==> src/rtl/dma_tcdm_rd_burst.sv <==
// ---------------------------------------------------------------------------
// dma_tcdm_rd_burst
//
// Turns one AXI INCR read burst from the DMA crossbar into per-bank TCDM word
// reads. Every DATA_WIDTH beat is split into NB_BANKS 32-bit lane reads. Each
// lane issues, buffers and returns its words independently. A whole R beat is
// presented once every lane holds a word.
//
// Ports
//   clk_i, rst_i            clock, synchronous active-high reset
//   ar_*                    AXI read address channel (one burst at a time)
//   r_*                     AXI read data channel (data, id, resp, last)
//   tcdm_req_o/gnt_i        per-lane request / grant handshake
//   tcdm_add_o              per-lane word byte address, lane k at [32k+:32]
//   tcdm_wen_o, tcdm_be_o   constant read / all-bytes
//   tcdm_r_valid_i/rdata_i  per-lane response, exactly one cycle after grant
//   busy_o                  a burst is in progress
// ---------------------------------------------------------------------------
module dma_tcdm_rd_burst #(
  parameter int ADDR_WIDTH = 32,
  parameter int DATA_WIDTH = 64,
  parameter int ID_WIDTH   = 4,
  parameter int BUF_DEPTH  = 2
) (
  input  logic                      clk_i,
  input  logic                      rst_i,
  input  logic                      ar_valid_i,
  output logic                      ar_ready_o,
  input  logic [ADDR_WIDTH-1:0]     ar_addr_i,
  input  logic [ID_WIDTH-1:0]       ar_id_i,
  input  logic [7:0]                ar_len_i,
  input  logic [2:0]                ar_size_i,
  output logic                      r_valid_o,
  input  logic                      r_ready_i,
  output logic [DATA_WIDTH-1:0]     r_data_o,
  output logic [ID_WIDTH-1:0]       r_id_o,
  output logic [1:0]                r_resp_o,
  output logic                      r_last_o,
  output logic [DATA_WIDTH/32-1:0]  tcdm_req_o,
  input  logic [DATA_WIDTH/32-1:0]  tcdm_gnt_i,
  output logic [DATA_WIDTH-1:0]     tcdm_add_o,
  output logic [DATA_WIDTH/32-1:0]  tcdm_wen_o,
  output logic [DATA_WIDTH/8-1:0]   tcdm_be_o,
  input  logic [DATA_WIDTH/32-1:0]  tcdm_r_valid_i,
  input  logic [DATA_WIDTH-1:0]     tcdm_r_rdata_i,
  output logic                      busy_o
);

  localparam int NB_BANKS   = DATA_WIDTH / 32;
  localparam int BEAT_BYTES = DATA_WIDTH / 8;
  localparam int SIZE_LOG2  = $clog2(BEAT_BYTES);
  localparam int CNT_W      = $clog2(BUF_DEPTH + 1);
  localparam int PTR_W      = (BUF_DEPTH > 1) ? $clog2(BUF_DEPTH) : 1;
  localparam logic [CNT_W-1:0] DEPTH_C = CNT_W'(BUF_DEPTH);

  typedef enum logic {IDLE = 1'b0, BURST = 1'b1} state_e;

  function automatic logic [PTR_W-1:0] ptr_inc(input logic [PTR_W-1:0] p);
    return (p == PTR_W'(BUF_DEPTH - 1)) ? '0 : p + PTR_W'(1);
  endfunction

  state_e                state_q, state_d;
  logic [ADDR_WIDTH-1:0] base_q, base_d;
  logic [ID_WIDTH-1:0]   id_q, id_d;
  logic [8:0]            beats_q, beats_d;
  logic [8:0]            rcnt_q, rcnt_d;
  logic                  err_q, err_d;

  logic                  ar_hs;
  logic                  pop;
  logic [NB_BANKS-1:0]   lane_nempty;
  logic [DATA_WIDTH-1:0] head_data;

  assign ar_ready_o = (state_q == IDLE);
  assign ar_hs      = ar_valid_i & ar_ready_o;
  assign busy_o     = (state_q == BURST);
  // Error bursts never touch the lanes, so they produce beats on their own.
  assign r_valid_o  = busy_o & (err_q | (&lane_nempty));
  assign r_last_o   = r_valid_o & (rcnt_q == beats_q - 9'd1);
  assign pop        = r_valid_o & r_ready_i;
  assign r_data_o   = err_q ? '0 : head_data;
  assign r_resp_o   = err_q ? 2'b10 : 2'b00;
  assign r_id_o     = id_q;
  assign tcdm_wen_o = '1;
  assign tcdm_be_o  = '1;

  always_comb begin
    state_d = state_q;
    base_d  = base_q;
    id_d    = id_q;
    beats_d = beats_q;
    err_d   = err_q;
    rcnt_d  = rcnt_q;
    case (state_q)
      IDLE: begin
        if (ar_hs) begin
          state_d = BURST;
          base_d  = ar_addr_i & ~ADDR_WIDTH'(BEAT_BYTES - 1);
          id_d    = ar_id_i;
          beats_d = {1'b0, ar_len_i} + 9'd1;
          err_d   = (ar_size_i != 3'(SIZE_LOG2));
          rcnt_d  = '0;
        end
      end
      BURST: begin
        if (pop) begin
          rcnt_d = rcnt_q + 9'd1;
          if (r_last_o) state_d = IDLE;
        end
      end
      default: state_d = IDLE;
    endcase
  end

  always_ff @(posedge clk_i) begin
    if (rst_i) begin
      state_q <= IDLE;
      beats_q <= '0;
      rcnt_q  <= '0;
      err_q   <= 1'b0;
    end else begin
      state_q <= state_d;
      beats_q <= beats_d;
      rcnt_q  <= rcnt_d;
      err_q   <= err_d;
    end
  end

  always_ff @(posedge clk_i) begin
    base_q <= base_d;
    id_q   <= id_d;
  end

  for (genvar k = 0; k < NB_BANKS; k++) begin : g_lane
    logic [8:0]            iss_q, iss_d;
    logic [CNT_W-1:0]      cred_q, cred_d;
    logic [CNT_W-1:0]      fill_q, fill_d;
    logic [PTR_W-1:0]      wptr_q, wptr_d;
    logic [PTR_W-1:0]      rptr_q, rptr_d;
    logic [31:0]           buf_q [BUF_DEPTH];
    logic                  lpop, push, req, gnt;
    logic [ADDR_WIDTH-1:0] addr;

    assign lpop = pop & ~err_q;
    assign push = tcdm_r_valid_i[k];
    // Credit covers buffered plus in-flight words. A word leaving this cycle
    // frees its slot immediately so a full lane can still stream one word per
    // cycle; the request then stays up until granted because the pop lowers
    // the count at the same edge.
    assign req  = busy_o & ~err_q & ~rst_i & (iss_q != beats_q) &
                  ((cred_q < DEPTH_C) | lpop);
    assign gnt  = req & tcdm_gnt_i[k];
    assign addr = base_q + ADDR_WIDTH'({iss_q, {SIZE_LOG2{1'b0}}}) + ADDR_WIDTH'(4 * k);

    assign tcdm_req_o[k]            = req;
    assign tcdm_add_o[32*k +: 32]   = 32'(addr);
    assign lane_nempty[k]           = (fill_q != '0);
    assign head_data[32*k +: 32]    = buf_q[rptr_q];

    always_comb begin
      iss_d  = iss_q;
      cred_d = cred_q;
      fill_d = fill_q;
      wptr_d = wptr_q;
      rptr_d = rptr_q;
      if (ar_hs)    iss_d = '0;
      else if (gnt) iss_d = iss_q + 9'd1;
      if (gnt & ~lpop)      cred_d = cred_q + CNT_W'(1);
      else if (~gnt & lpop) cred_d = cred_q - CNT_W'(1);
      if (push & ~lpop)      fill_d = fill_q + CNT_W'(1);
      else if (~push & lpop) fill_d = fill_q - CNT_W'(1);
      if (push) wptr_d = ptr_inc(wptr_q);
      if (lpop) rptr_d = ptr_inc(rptr_q);
    end

    always_ff @(posedge clk_i) begin
      if (rst_i) begin
        iss_q  <= '0;
        cred_q <= '0;
        fill_q <= '0;
        wptr_q <= '0;
        rptr_q <= '0;
      end else begin
        iss_q  <= iss_d;
        cred_q <= cred_d;
        fill_q <= fill_d;
        wptr_q <= wptr_d;
        rptr_q <= rptr_d;
      end
    end

    // Storage is not reset: the pointers and fill count decide what is live.
    always_ff @(posedge clk_i) begin
      if (push) buf_q[wptr_q] <= tcdm_r_rdata_i[32*k +: 32];
    end
  end

endmodule

==> config.mk <==
export PLATFORM = sky130hd
export DESIGN_NAME = dma_tcdm_rd_burst
export DESIGN_NICKNAME = d
export VERILOG_FILES = /design/src/rtl/dma_tcdm_rd_burst.sv
export SDC_FILE = /design/constraint.sdc
export NUM_CORES = 1
export LEC_CHECK = 0
export CAP_MARGIN = 0
export CORE_MARGIN = 1
export CORE_UTILIZATION = 30
export DETAILED_ROUTE_END_ITERATION = 8
export PLACE_DENSITY = 0.65
export SYNTH_ARGS = -nofsm -noshare
export SYNTH_HDL_FRONTEND = slang
export SYNTH_SLANG_ARGS = --single-unit
==> constraint.sdc <==
create_clock -name clk_i -period 3 [get_ports clk_i]
set_clock_uncertainty 0.2 [all_clocks]
set_input_delay 0.3 -clock clk_i [delete_from_list [all_inputs] [get_ports clk_i]]
set_output_delay 0.3 -clock clk_i [all_outputs]
set_load 0.01 [all_outputs]
-- Yosys cells after proc, flatten, opt, wreduce, memory -nomap -nowiden
Memories as Yosys holds them, arrays and structs flattened. A register that Yosys moved wholly into a read port is not among the register bits.
Index checks and enable logic that the tools add are counted.
- add/sub/neg operators: 20
- multipliers: 0
- divide/modulo/power cells: 0
- $lt $le $gt $ge: 2
- equal/unequal tests: 6
- shifts and indexed selects: 0
- muxes and demuxes: 29
- bitwise logic cells: 32
- reductions and logical operators: 10
- operators by type and width (cell ; number):
    $add 32x12->32 ; 2
    $mux 64 ; 1
    $add 32x3->32 const B ; 1
    $add 9x1->9 const B ; 3
    $and 1x1->1 ; 21
    $mux 2 ; 9
    $mux 9 ; 2
    $ne 9x9->1 ; 2
    $pmux 9 s2 ; 1
    $mux 1 ; 15
    $reduce_bool 2->1 ; 6
    $add 8x1->9 const B ; 1
    $eq 9x9->1 ; 1
    $sub 9x1->9 const B ; 1
    $add 2x1->2 const B ; 4
    $not 1->1 ; 8
    $sub 2x1->2 const B ; 4
    $reduce_and 2->1 ; 3
    $add 1x1->1 const B ; 4
    $lt 2x2->1 const B ; 2
    $ne 2x1->1 const B ; 2
    $ne 3x2->1 const B ; 1
    $or 1x1->1 ; 3
    $pmux 1 s2 ; 1
    $reduce_or 2->1 ; 1
- register bits after elaboration: 83
- latch bits: 0
- bits in writable memories: 128
- bits in read-only memories: 0
- bits of input ports: 119
- output and inout port bits: 150
- logic and storage cells: 117
- memories: 2
- memories (name ; depth ; bits a word ; rd ports ; clocked after Yosys merged registers in ; wr ports ; line ; RTL):
    g_lane[0].buf_q ; 2 ; 32 ; 1 ; 1 ; 1 ; 140 ; logic [31:0] buf_q [BUF_DEPTH];
    g_lane[1].buf_q ; 2 ; 32 ; 1 ; 1 ; 1 ; 140 ;

-- Depth between registers and ports, before layout
Gate-level depths: netlist (run 1).
- depth after elaboration: 13
- depth in mapped cells: 9
- depth with buffers taken out: 8

-- Worst setup path before layout (run 1)
OpenSTA, ideal clock, no wires.
- kind: register -> output
- from: reg base_q[3]
- to: out tcdm_add_o[27]
- arrival: 2.415 ns
- data required time: 2.500 ns
- slack: 0.085 ns
- cell stages (with the launch flop): 9
- buffers on the path: 1
- cells stage by stage: edfxtp_1 -> ha_1 -> fa_1 -> a21oi_1 -> o21ai_0 -> a211oi_1 -> buf_2 -> mux2i_1 -> or4_1
- cells in the longest elaborated chain, start to end: 1
- ends and longest elaborated chain (element ; line ; RTL):
    from (decl) ; 63 ; logic [ADDR_WIDTH-1:0] base_q, base_d;
    from (signal assigned) ; 130 ; base_q <= base_d;
    $add 32x12->32 ; 153 ; assign addr = base_q + ADDR_WIDTH'({iss_q, {SIZE_LOG2{1'b0}}}) + ADDR_WIDTH'(4 * k);
    to (decl) ; 41 ; output logic [DATA_WIDTH-1:0] tcdm_add_o,
Every way passes these cells.

-- Final worst setup path (run 1)
- from: reg base_q[3]
- to: out tcdm_add_o[52]
- cells in the longest elaborated chain, start to end: 2
- ends and longest elaborated chain (element ; line):
    $add 32x12->32 ; 153
    $add 32x3->32 ; 153
Every way passes these cells.

==> reports/metrics.csv, run 1 <==
stage;metric;value;unit
timing;Slew @ Worst Pin;958;ps
synthesis;largest cells by area after synthesis;edfxtp_1, dfxtp_1, mux2i_1, nor2_1, xnor2_1;
global_routing;vias in the first global route;8479;
floorplanning;Initial Util;30.6;%
flow_run;MaxCap Viol Count;0;
worst_setup_path;Worst path slowest cell;edfxtp_1;
synthesis;Most used DFF post-synth;edfxtp_1;
final_layout;share of layout cells above drive strength 1;22.4;%
global_routing;GR Util All Layers;15.7;%
status;status;finished with violations;
clock_tree;Reg clk slew, reported paths;60;ps
min_path;Hold WC Path Type;in2reg;
synthesis;Synth top area share;45.3;%
timing;Tcrit/Tclk final;110;%
drt;DR pass1 iterations;5;
synthesis;post-synth cell types;62;
drt;vias per cell;4.81;
floorplanning;core box area;0.0348;mm²
worst_setup_path;CP Max Fanout;4;
timing;Final WS setup;-313;ps
floorplanning;Die Span Y;191;µm
timing;Final min period;3310;ps
floorplanning;Die Area;0.0363;mm²
worst_setup_path;Crit path max-delay family;buffers and inverters;
synthesis;warnings from Yosys;0;
clock_tree;CTS H-tree lvls;1;
worst_setup_path;Crit path buffers/inverters;5;
drt;DR vias;8478;
status;failing checks;negative setup slack;
worst_setup_path;nature of the critical path endpoint;output pin;
timing;Final Hold Viols;0;
clock_tree;Clock Latency Late Sink;530;ps
clock_tree;Clock Tree Buf Depth;3;
place;Placed Cells incl. Taps;1680;
global_routing;largest net degree at the start of global routing;68;
timing;slew margin rel.;35.9;%
floorplanning;DIE WIDTH;191;µm
synthesis;register area share after synthesis;55.1;%
synthesis;Yosys top cell by area;edfxtp_1;
synthesis;async set-reset flop share out of synthesis;0;%
final_layout;Area growth syn-to-layout;45.3;%
drt;antenna-violating nets left;0;
power;total power;7.44;mW
synthesis;Post-synth EDFFs;161;
timing;Slew Limit Fails;0;
worst_setup_path;required time of the critical path;2500;ps
floorplanning;# IOs;269;
worst_setup_path;crit path DAT;2810;ps
clock_tree;clk root buf;clkbuf_16;
synthesis;Synth Instances;939;
place;RePlAce Congestion;0.849;
global_routing;first-pass GRT wire length;45.1;mm
synthesis;syn_area_per_cell;11.4;µm²
global_routing;total gr overflow;0;
final_layout;non-filler cells, final;1762;
worst_setup_path;Crit path top cell by count;buf_4;
floorplanning;row count;68;
worst_setup_path;Setup crit start kind;register;
power;Max rail drop VDD;0.468;mV
final_layout;fin nets;1436;
timing;FMAX;302;MHz
synthesis;Syn Std Cell Area;0.0107;mm²
clock_tree;CTS tree;done;
place;PortBufs;248;
drt;Iter 0 DRT Violations;487;
synthesis;Synth Register Bits;213;
worst_setup_path;CP Cell Sequence;buf_4 -> ha_4 -> buf_4 -> a211oi_4 -> o211ai_1 -> a41oi_2 -> buf_6 -> buf_12 -> nor2_2 -> xor2_1 -> buf_2;
timing;RSZ-0062 raised after global routing;yes;
drt;Routed Wire Length;29.7;mm
worst_setup_path;largest stage delay on the critical path;440;ps
drt;number of remaining DRC errors;0;
power;Leakage;5.85;nW
clock_tree;clk sinks;213;
clock_tree;CTS Hold Bufs;0;
timing;Final setup viols;43;
power;PwrDens;480;mW/mm²
drt;post-DR wirelength/cell;16.9;µm
clock_tree;CTS Buf Count;24;
place;dpl hpwl;20.6;mm
worst_setup_path;CP Class;reg2out;
global_routing;initial antenna violation count;2;
==> power breakdown <==
group          internal [mW]  switching, mW  leakage, nW
combinational          0.592          0.563         3.54
clock                   1.64           1.21        0.370
sequential              3.35         0.0814         1.94
==> per-stage QoR <==
stage / worst slack (ps) / hold WS, ps / utilization [%] / TNS, ps / cell area [µm²]
after floorplan: 85.2 / 196 / - / 0 / 10700
after global placement: -402 / 267 / 40.5 / -6230 / 14100
after detailed placement: -446 / 285 / 40.5 / -7780 / 14100
after CTS: -364 / 101 / 43.4 / -9070 / 15100
after global routing: -438 / 115 / 44.5 / -12810 / 15500
final: -313 / 129 / 44.5 / -8740 / 15500
==> path summary, 6_finish.rpt <==
kind / from / endpoint / slack, ps / depth (start not counted)
max: base_q[3]$_DFFE_PP_ / tcdm_add_o[52] / -310 / 11
min: ar_addr_i[19] / base_q[19]$_DFFE_PP_ / 130 / 1
max reg2reg: beats_q[1]$_SDFFE_PP0P_ / g_lane[0].cred_q[1]$_SDFFE_PP0P_ / 280 / 11
min reg2reg: g_lane[1].fill_q[1]$_SDFFE_PP0P_ / g_lane[1].fill_q[1]$_SDFFE_PP0P_ / 310 / 2
==> Yosys cell counts (5+ instances only) <==
cell type / n
and3_1: 9
or3_1: 12
nor3b_1: 7
xor2_1: 47
nand3_1: 29
xnor2_1: 49
a21oi_1: 36
buf_4: 22
nor2_1: 131
nand2b_1: 6
nand2_1: 46
inv_1: 18
buf_1: 12
dfxtp_1: 52
a211oi_1: 11
a31oi_1: 6
and2_1: 5
nor2b_1: 10
or4_1: 5
o21ai_0: 17
edfxtp_1: 161
ha_1: 27
nor4b_1: 5
clkbuf_1: 24
nand4_1: 18
nor4_1: 6
mux2i_1: 81
nor3_1: 18
==> cell type report <==
type                       instances  area (µm²)
clock buffer                      28         616
multi-input combinational        657        4900
antenna                            1        2.50
clock inverter                    16         139
sequential                       213        5890
tap                              455         569
fill                            3192       19300
inverter                          18        67.6
timing repair buffer             374        3300
==> flip-flops by register name (all words and copies together), names as in the netlist, named ones only <==
signal / flops
g_lane.fill_q: 4
base_q: 29
err_q: 1
busy_o: 1
beats_q: 9
r_id_o: 4
g_lane.buf_q: 128
g_lane.iss_q: 18
rcnt_q: 9
g_lane.wptr_q: 2
g_lane.rptr_q: 2
g_lane.cred_q: 4
==> metal layers <==
layer  track usage (%)  up-vias  part of all wire (%)
li1                  -     4073                     -
met1              20.2     4120                    43
met2              26.1      231                    48
met3              2.91       52                   5.7
met4              5.82        2                   3.0
met5                 0        -                 0.040
==> kinds of logic (layout without fill, tap and decap cells) <==
family          count (synthesis)  after routing  share of synthesized area [%]
flops                         213            213                           55.1
compound gates                116            116                           7.26
simple gates                  317            317                           14.3
xor+xnor                       96             96                           7.88
other cells                     2             18                         0.0704
buf+inv                        84            436                           4.14
fa+ha+maj                      29             29                           3.54
mux                            82             82                           7.71
==> what timing repair did <==
item	in CTS	in global routing
gates resized for setup	275	53
buffers inserted	19	20
setup endpoints to repair	56	52
pin swaps	35	47
cloned	1	1
==> cell usage in the layout, fill, tap and decap left out, types with 23 or more instances in the layout <==
master	n
nor2_1	127
edfxtp_1	161
clkbuf_16	25
buf_4	107
clkdlybuf4s50_1	191
xor2_1	47
nand3_1	28
xnor2_1	49
buf_2	47
nand2_1	45
dfxtp_1	43
a21oi_1	23
mux2i_1	81
Power figures use the tool's default switching activity.
==> run 2, diff against run 1 <==
Settings changed: CORE_UTILIZATION 30 to 38, PLACE_DENSITY 0.65 to 0.77.
==> run 2 against run 1 <==
Sequential power hardly changed. Fmax hardly changed. Cell area hardly changed. Wire length is 4.0% lower. The run still ends with negative setup slack left. Sequential share of layout area hardly changed. Largest cell class unchanged. Critical endpoint is now tcdm_add_o[27].
==> reports/metrics.csv, run 2 (same netlist as run 1, synthesis figures left out) <==
stage;metric;value;unit;change
status;status;finished with violations;;
drt;antenna-violating nets left;0;;unchanged
min_path;Hold WC Path Type;in2reg;;
final_layout;register area;0.00588;mm²;about the same
timing;worst hold slack;131;ps;+2.33 ps
final_layout;number of flip-flops in the largest register;128;;unchanged
power;Max rail drop VDD;0.501;mV;+7.0%
drt;DR pass1 iterations;5;;unchanged
final_layout;commonest non-fill, non-tap cell in the layout;clkdlybuf4s50_1;;
power;switch share;24.4;%;-0.48 points
drt;vias per cell;5.08;;+5.6%
place;Area after DPL;0.0140;mm²;-0.95%
power;PwrDens;477;mW/mm²;-0.69%
place;PortBufs;248;;unchanged
timing;Slew @ Worst Pin;754;ps;-204 ps
floorplanning;# IOs;269;;unchanged
clock_tree;clk sinks;213;;unchanged
timing;FMAX;302;MHz;about the same
worst_setup_path;CP Class;reg2out;;
worst_setup_path;Crit path max-delay family;adder cells;;
clock_tree;CTS H-tree lvls;1;;unchanged
drt;Routed Wire Length;28.5;mm;-4.0%
floorplanning;core box area;0.0273;mm²;-22%
worst_setup_path;CP Max Fanout;4;;unchanged
clock_tree;CTS Hold Bufs;0;;unchanged
power;part of the power in registers;46.4;%;+0.3 points
timing;Final min period;3310;ps;+0.782 ps
floorplanning;Die Area;0.0287;mm²;-21%
floorplanning;Die Span Y;170;µm;-11%
clock_tree;CTS Buf Count;24;;unchanged
final_layout;fin nets;1431;;-0.35%
power;Leakage;5.87;nW;+0.34%
power;Comb power frac;15.4;%;about the same
place;RePlAce Congestion;0.877;;+3.3%
power;internal power;5.58;mW;-0.12%
global_routing;total gr overflow;0;;unchanged
final_layout;biggest regs;g_lane.buf_q: 128 flops, base_q: 29 flops, g_lane.iss_q: 18 flops;;
timing;Slew Limit Fails;0;;unchanged
worst_setup_path;Worst path slowest cell;or4_1;;
final_layout;multi-input gate area in the final layout;0.00498;mm²;+1.6%
worst_setup_path;nature of the critical path endpoint;output pin;;
drt;number of remaining DRC errors;0;;unchanged
final_layout;share of layout cells above drive strength 1;23.1;%;+0.62 points
drt;post-DR wirelength/cell;17.0;µm;+1.0%
final_layout;most frequent cells in the layout;clkdlybuf4s50_1, edfxtp_1, nor2_1;;
worst_setup_path;Setup crit start kind;register;;
status;failing checks;negative setup slack;;
timing;Final setup viols;46;;+7.0%
drt;Iter 0 DRT Violations;571;;+17%
timing;slew margin rel.;49.7;%;+14 points
clock_tree;clk root buf;clkbuf_16;;
global_routing;first-pass GRT wire length;43.8;mm;-2.9%
global_routing;GR Util All Layers;19.3;%;+3.6 points
timing;Final WS setup;-313;ps;-0.782 ps
timing;Tcrit/Tclk final;110;%;about the same
final_layout;Area growth syn-to-layout;45.1;%;about the same
final_layout;Final Cell Area;0.0155;mm²;about the same
drt;DR vias;8508;;+0.35%
global_routing;vias in the first global route;8377;;-1.2%
worst_setup_path;crit path DAT;2810;ps;about the same
global_routing;initial antenna violation count;2;;unchanged
timing;RSZ-0062 raised after global routing;yes;;
worst_setup_path;CP Cell Sequence;ha_2 -> fa_2 -> a21oi_4 -> o21ai_4 -> a211oi_2 -> buf_4 -> mux2i_1 -> or4_1 -> buf_6;;
worst_setup_path;required time of the critical path;2500;ps;about the same
timing;Final Hold Viols;0;;unchanged
floorplanning;row count;60;;-12%
floorplanning;DIE WIDTH;170;µm;-11%
final_layout;# fillers;2230;;-30%
place;dpl hpwl;19.2;mm;-7.0%
clock_tree;Clock Tree Buf Depth;3;;unchanged
flow_run;MaxCap Viol Count;0;;unchanged
power;Clk pwr share;38.2;%;-0.2 points
power;sw power;1.81;mW;-2.7%
final_layout;largest register by flop count;g_lane.buf_q;;
clock_tree;Clock Latency Late Sink;520;ps;about the same
worst_setup_path;Crit path buffers/inverters;2;;-3
clock_tree;Reg clk slew, reported paths;60;ps;about the same
clock_tree;CTS tree;done;;
worst_setup_path;largest stage delay on the critical path;430;ps;about the same
floorplanning;Initial Util;39.1;%;+8.5 points
global_routing;largest net degree at the start of global routing;67;;-1.5%
run 2: worst register-to-register path: cells and delay by family, from the launching register on:
kind / cells / cell delay [ps]
and+or+nand+nor: 3 / 680
AOI/OAI and AO/OA: 2 / 440
DFF: 1 / 430
adders and majority gates: 1 / 340
buffers and inverters: 1 / 190
xor gates and xnor gates: 1 / 140
run 2: layer usage:
layer	part of all wire [%]	wire length, µm	global-route usage (%)	up-vias
met5	0	0	0	-
met4	3.4	983	7.68	0
met3	5.5	1580	3.01	57
met2	49	14000	32.5	286
met1	42	11900	24.9	4094
li1	-	-	-	4071
run 2: area by class of cell:
class	count	share of cell area (%)
clock inverters	12	0.461
clock buffers	32	4.54
well taps	372	3.01
repair buffers	369	21.3
flip-flops and latches	213	38.0
inverters	18	0.453
diodes	2	0.0323
multi-input cells	657	32.2
run 2: power groups by stage:
stage | clock network (mW) | registers, mW | logic [mW]
2_1_floorplan | 0 | 3.47 | 0.540
3_3_place_gp | 0 | 3.48 | 1.10
3_5_place_dp | 0 | 3.49 | 1.12
4_1_cts | 2.90 | 3.42 | 1.12
5_1_grt | 2.99 | 3.44 | 1.23
6_report | 2.82 | 3.43 | 1.14
run 2: stage by stage:
step	worst slack [ps]	TNS [ps]	instances	power [mW]	util (%)
final	-313	-8560	1675	7.38	56.8
after global routing	-387	-12630	1675	7.66	56.8
after CTS	-271	-7900	1664	7.45	55.7
after detailed placement	-375	-6520	1594	4.60	51.3
after global placement	-355	-4570	1594	4.57	51.3
after floorplan	85.2	0	954	4.01	-
run 2: final timing paths:
path	cells after the start	startpoint	to	slack [ps]
max	9	base_q[3]$_DFFE_PP_	tcdm_add_o[27]	-310
min	1	ar_addr_i[26]	base_q[26]$_DFFE_PP_	130
max reg2reg	8	g_lane[0].iss_q[5]$_SDFFE_PP0P_	g_lane[0].cred_q[1]$_SDFFE_PP0P_	510
min reg2reg	2	g_lane[1].cred_q[1]$_SDFFE_PP0P_	g_lane[1].cred_q[1]$_SDFFE_PP0P_	290
run 2: what timing repair did:
action	4_1_cts	5_1_grt
cloned	2	0
setup buffers	24	12
gates resized for setup	270	84
pin swaps	43	41
setup endpoints to repair	55	52
==> run 3, diff against run 2 <==
Settings changed: TNS_END_PERCENT set to 20.
==> run 3 against run 2 <==
The run still ends with negative setup slack left. Hold slack got worse by 2.5 ps. Worst setup slack worse by 1.8 ps. Via count decreased by 0.36%. Cell area shrank 1.6%. First-iteration DRC count decreased by 14%. Sequential cell count did not move. Core utilization shrank 0.94 points. Sequential power about the same. Register-to-register slack hardly changed. Final cell count decreased by 0.60%. Largest cell class unchanged.
==> reports/metrics.csv, run 3 (same netlist as run 1, synthesis figures left out) <==
stage;metric;value;unit;change
drt;post-DR wirelength/cell;17.0;µm;-0.24%
drt;Iter 0 DRT Violations;493;;-14%
place;worst slack, placed;-375;ps;unchanged
timing;Slew Limit Fails;0;;unchanged
global_routing;initial antenna violation count;2;;unchanged
worst_setup_path;nature of the critical path endpoint;output pin;;
final_layout;Final Cell Area;0.0152;mm²;-1.6%
place;Area after DPL;0.0140;mm²;unchanged
worst_setup_path;worst reg2reg path startpoint;g_lane[0].iss_q[5]$_SDFFE_PP0P_;;
global_routing;total gr overflow;0;;unchanged
power;Leakage;5.73;nW;-2.4%
clock_tree;Clock Tree Buf Depth;3;;unchanged
drt;DR vias;8477;;-0.36%
timing;Final setup viols;47;;+2.2%
timing;Final WS setup;-315;ps;-1.79 ps
final_layout;most frequent cells in the layout;clkdlybuf4s50_1, edfxtp_1, nor2_1;;
place;dpl hpwl;19.2;mm;unchanged
worst_setup_path;RR Endpoint;g_lane[0].cred_q[1]$_SDFFE_PP0P_;;
drt;antenna-violating nets left;0;;unchanged
worst_setup_path;reg2reg setup slack;500;ps;about the same
clock_tree;CTS H-tree lvls;1;;unchanged
global_routing;vias in the first global route;8229;;-1.8%
timing;slew margin rel.;50.2;%;+0.45 points
power;Max rail drop VDD;0.500;mV;-0.14%
floorplanning;# IOs;269;;unchanged
clock_tree;Reg clk slew, reported paths;60;ps;about the same
worst_setup_path;CP Class;reg2out;;
clock_tree;CTS tree;done;;
final_layout;share of layout cells above drive strength 1;21.2;%;-1.8 points
floorplanning;Die Area;0.0287;mm²;unchanged
status;failing checks;negative setup slack;;
drt;vias per cell;5.09;;+0.23%
global_routing;largest net degree at the start of global routing;67;;unchanged
min_path;hold depth;1;;unchanged
final_layout;biggest regs;g_lane.buf_q: 128 flops, base_q: 29 flops, g_lane.iss_q: 18 flops;;
place;Placed Cells incl. Taps;1594;;unchanged
flow_run;MaxCap Viol Count;0;;unchanged
clock_tree;clk sinks;213;;unchanged
drt;DR pass1 iterations;5;;unchanged
timing;FMAX;302;MHz;about the same
floorplanning;DIE WIDTH;170;µm;unchanged
final_layout;fin nets;1421;;-0.70%
floorplanning;Die Span Y;170;µm;unchanged
drt;Routed Wire Length;28.3;mm;-0.83%
global_routing;first-pass GRT wire length;43.1;mm;-1.7%
drt;number of remaining DRC errors;0;;unchanged
final_layout;number of flip-flops in the largest register;128;;unchanged
worst_setup_path;required time of the critical path;2500;ps;about the same
final_layout;largest register by flop count;g_lane.buf_q;;
min_path;hold path start;ar_addr_i[26];;
worst_setup_path;CP Max Fanout;4;;unchanged
min_path;Worst Hold Endpoint;base_q[26]$_DFFE_PP_;;
worst_setup_path;Setup crit start kind;register;;
min_path;Hold WC Path Type;in2reg;;
clock_tree;CTS Buf Count;24;;unchanged
place;RePlAce Congestion;0.877;;unchanged
timing;Final min period;3320;ps;+1.79 ps
timing;Final Hold Viols;0;;unchanged
power;PwrDens;485;mW/mm²;+1.6%
final_layout;# fillers;2266;;+1.6%
final_layout;non-filler cells, final;1665;;-0.60%
floorplanning;Initial Util;39.1;%;unchanged
clock_tree;clk root buf;clkbuf_16;;
floorplanning;row count;60;;unchanged
timing;setup TNS;-8260;ps;+304 ps
final_layout;commonest non-fill, non-tap cell in the layout;clkdlybuf4s50_1;;
clock_tree;CTS Hold Bufs;0;;unchanged
worst_setup_path;crit path DAT;2820;ps;about the same
timing;Slew @ Worst Pin;748;ps;-6.78 ps
final_layout;Area growth syn-to-layout;42.8;%;
worst_setup_path;Worst Reg-to-Reg Cells;8;;unchanged
timing;RSZ-0062 raised after global routing;yes;;
status;status;finished with violations;;
clock_tree;Clock Latency Late Sink;520;ps;about the same
place;PortBufs;248;;unchanged
global_routing;GR Util All Layers;19.0;%;-0.32 points
timing;Tcrit/Tclk final;111;%;about the same
floorplanning;core box area;0.0273;mm²;unchanged
==> run 3: routing by layer <==
| metal | track usage [%] | vias to the layer above | wire (µm) |
|---|---|---|---|
| met5 | 0 | - | 0 |
| met3 | 2.87 | 53 | 1590 |
| li1 | - | 4056 | - |
| met1 | 24.7 | 4081 | 11800 |
| met4 | 6.78 | 0 | 865 |
| met2 | 32.1 | 287 | 14000 |
==> run 3: through the flow <==
step	hold slack (ps)	power, mW	util (%)
3_3_place_gp	264	4.57	51.3
3_5_place_dp	279	4.60	51.3
5_1_grt	119	7.66	55.9
2_1_floorplan	196	4.01	-
4_1_cts	110	7.44	55.1
6_report	129	7.38	55.9
==> run 3: worst max path at each step <==
stage | from | to | slack (ps) | cells after the start
after floorplan | base_q[3]$_DFFE_PP_ | tcdm_add_o[27] | 90 | 8
after global placement | base_q[3]$_DFFE_PP_ | tcdm_add_o[27] | -350 | 9
after detailed placement | base_q[3]$_DFFE_PP_ | tcdm_add_o[27] | -370 | 9
after CTS | base_q[3]$_DFFE_PP_ | tcdm_add_o[53] | -270 | 11
after global routing | base_q[3]$_DFFE_PP_ | tcdm_add_o[27] | -390 | 9
final | base_q[3]$_DFFE_PP_ | tcdm_add_o[27] | -320 | 9
==> run 3: report_power, final <==
group / switching [mW] / internal, mW
sequential: 0.0759 / 3.35
combinational: 0.552 / 0.579
clock: 1.17 / 1.65
total: 1.80 / 5.58
==> run 3: final cells by class <==
type	instances	area [µm²]	share of cell area, %
flip-flops and latches	213	5880	38.6
multi-input cells	657	4850	31.9
repair buffers	359	3170	20.8
clock buffers	32	703	4.62
well taps	372	465	3.06
clock inverters	12	71.3	0.468
inverters	18	67.6	0.444
diodes	2	5.00	0.0329
==> run 3: critical path: stages (launching register included) <==
cell	delay [ps]
edfxtp_1	420
ha_2	210
fa_2	370
a21oi_4	190
o21ai_4	90
a211oi_2	190
buf_4	180
mux2i_1	70
or4_1	430
buf_6	150
==> run 3: what timing repair did <==
action | CTS | global route
setup endpoints to repair | 55 | 51
resized for setup | 237 | 65
pin swaps | 26 | 31
buffers inserted | 16 | 8
cloned | 2 | 0
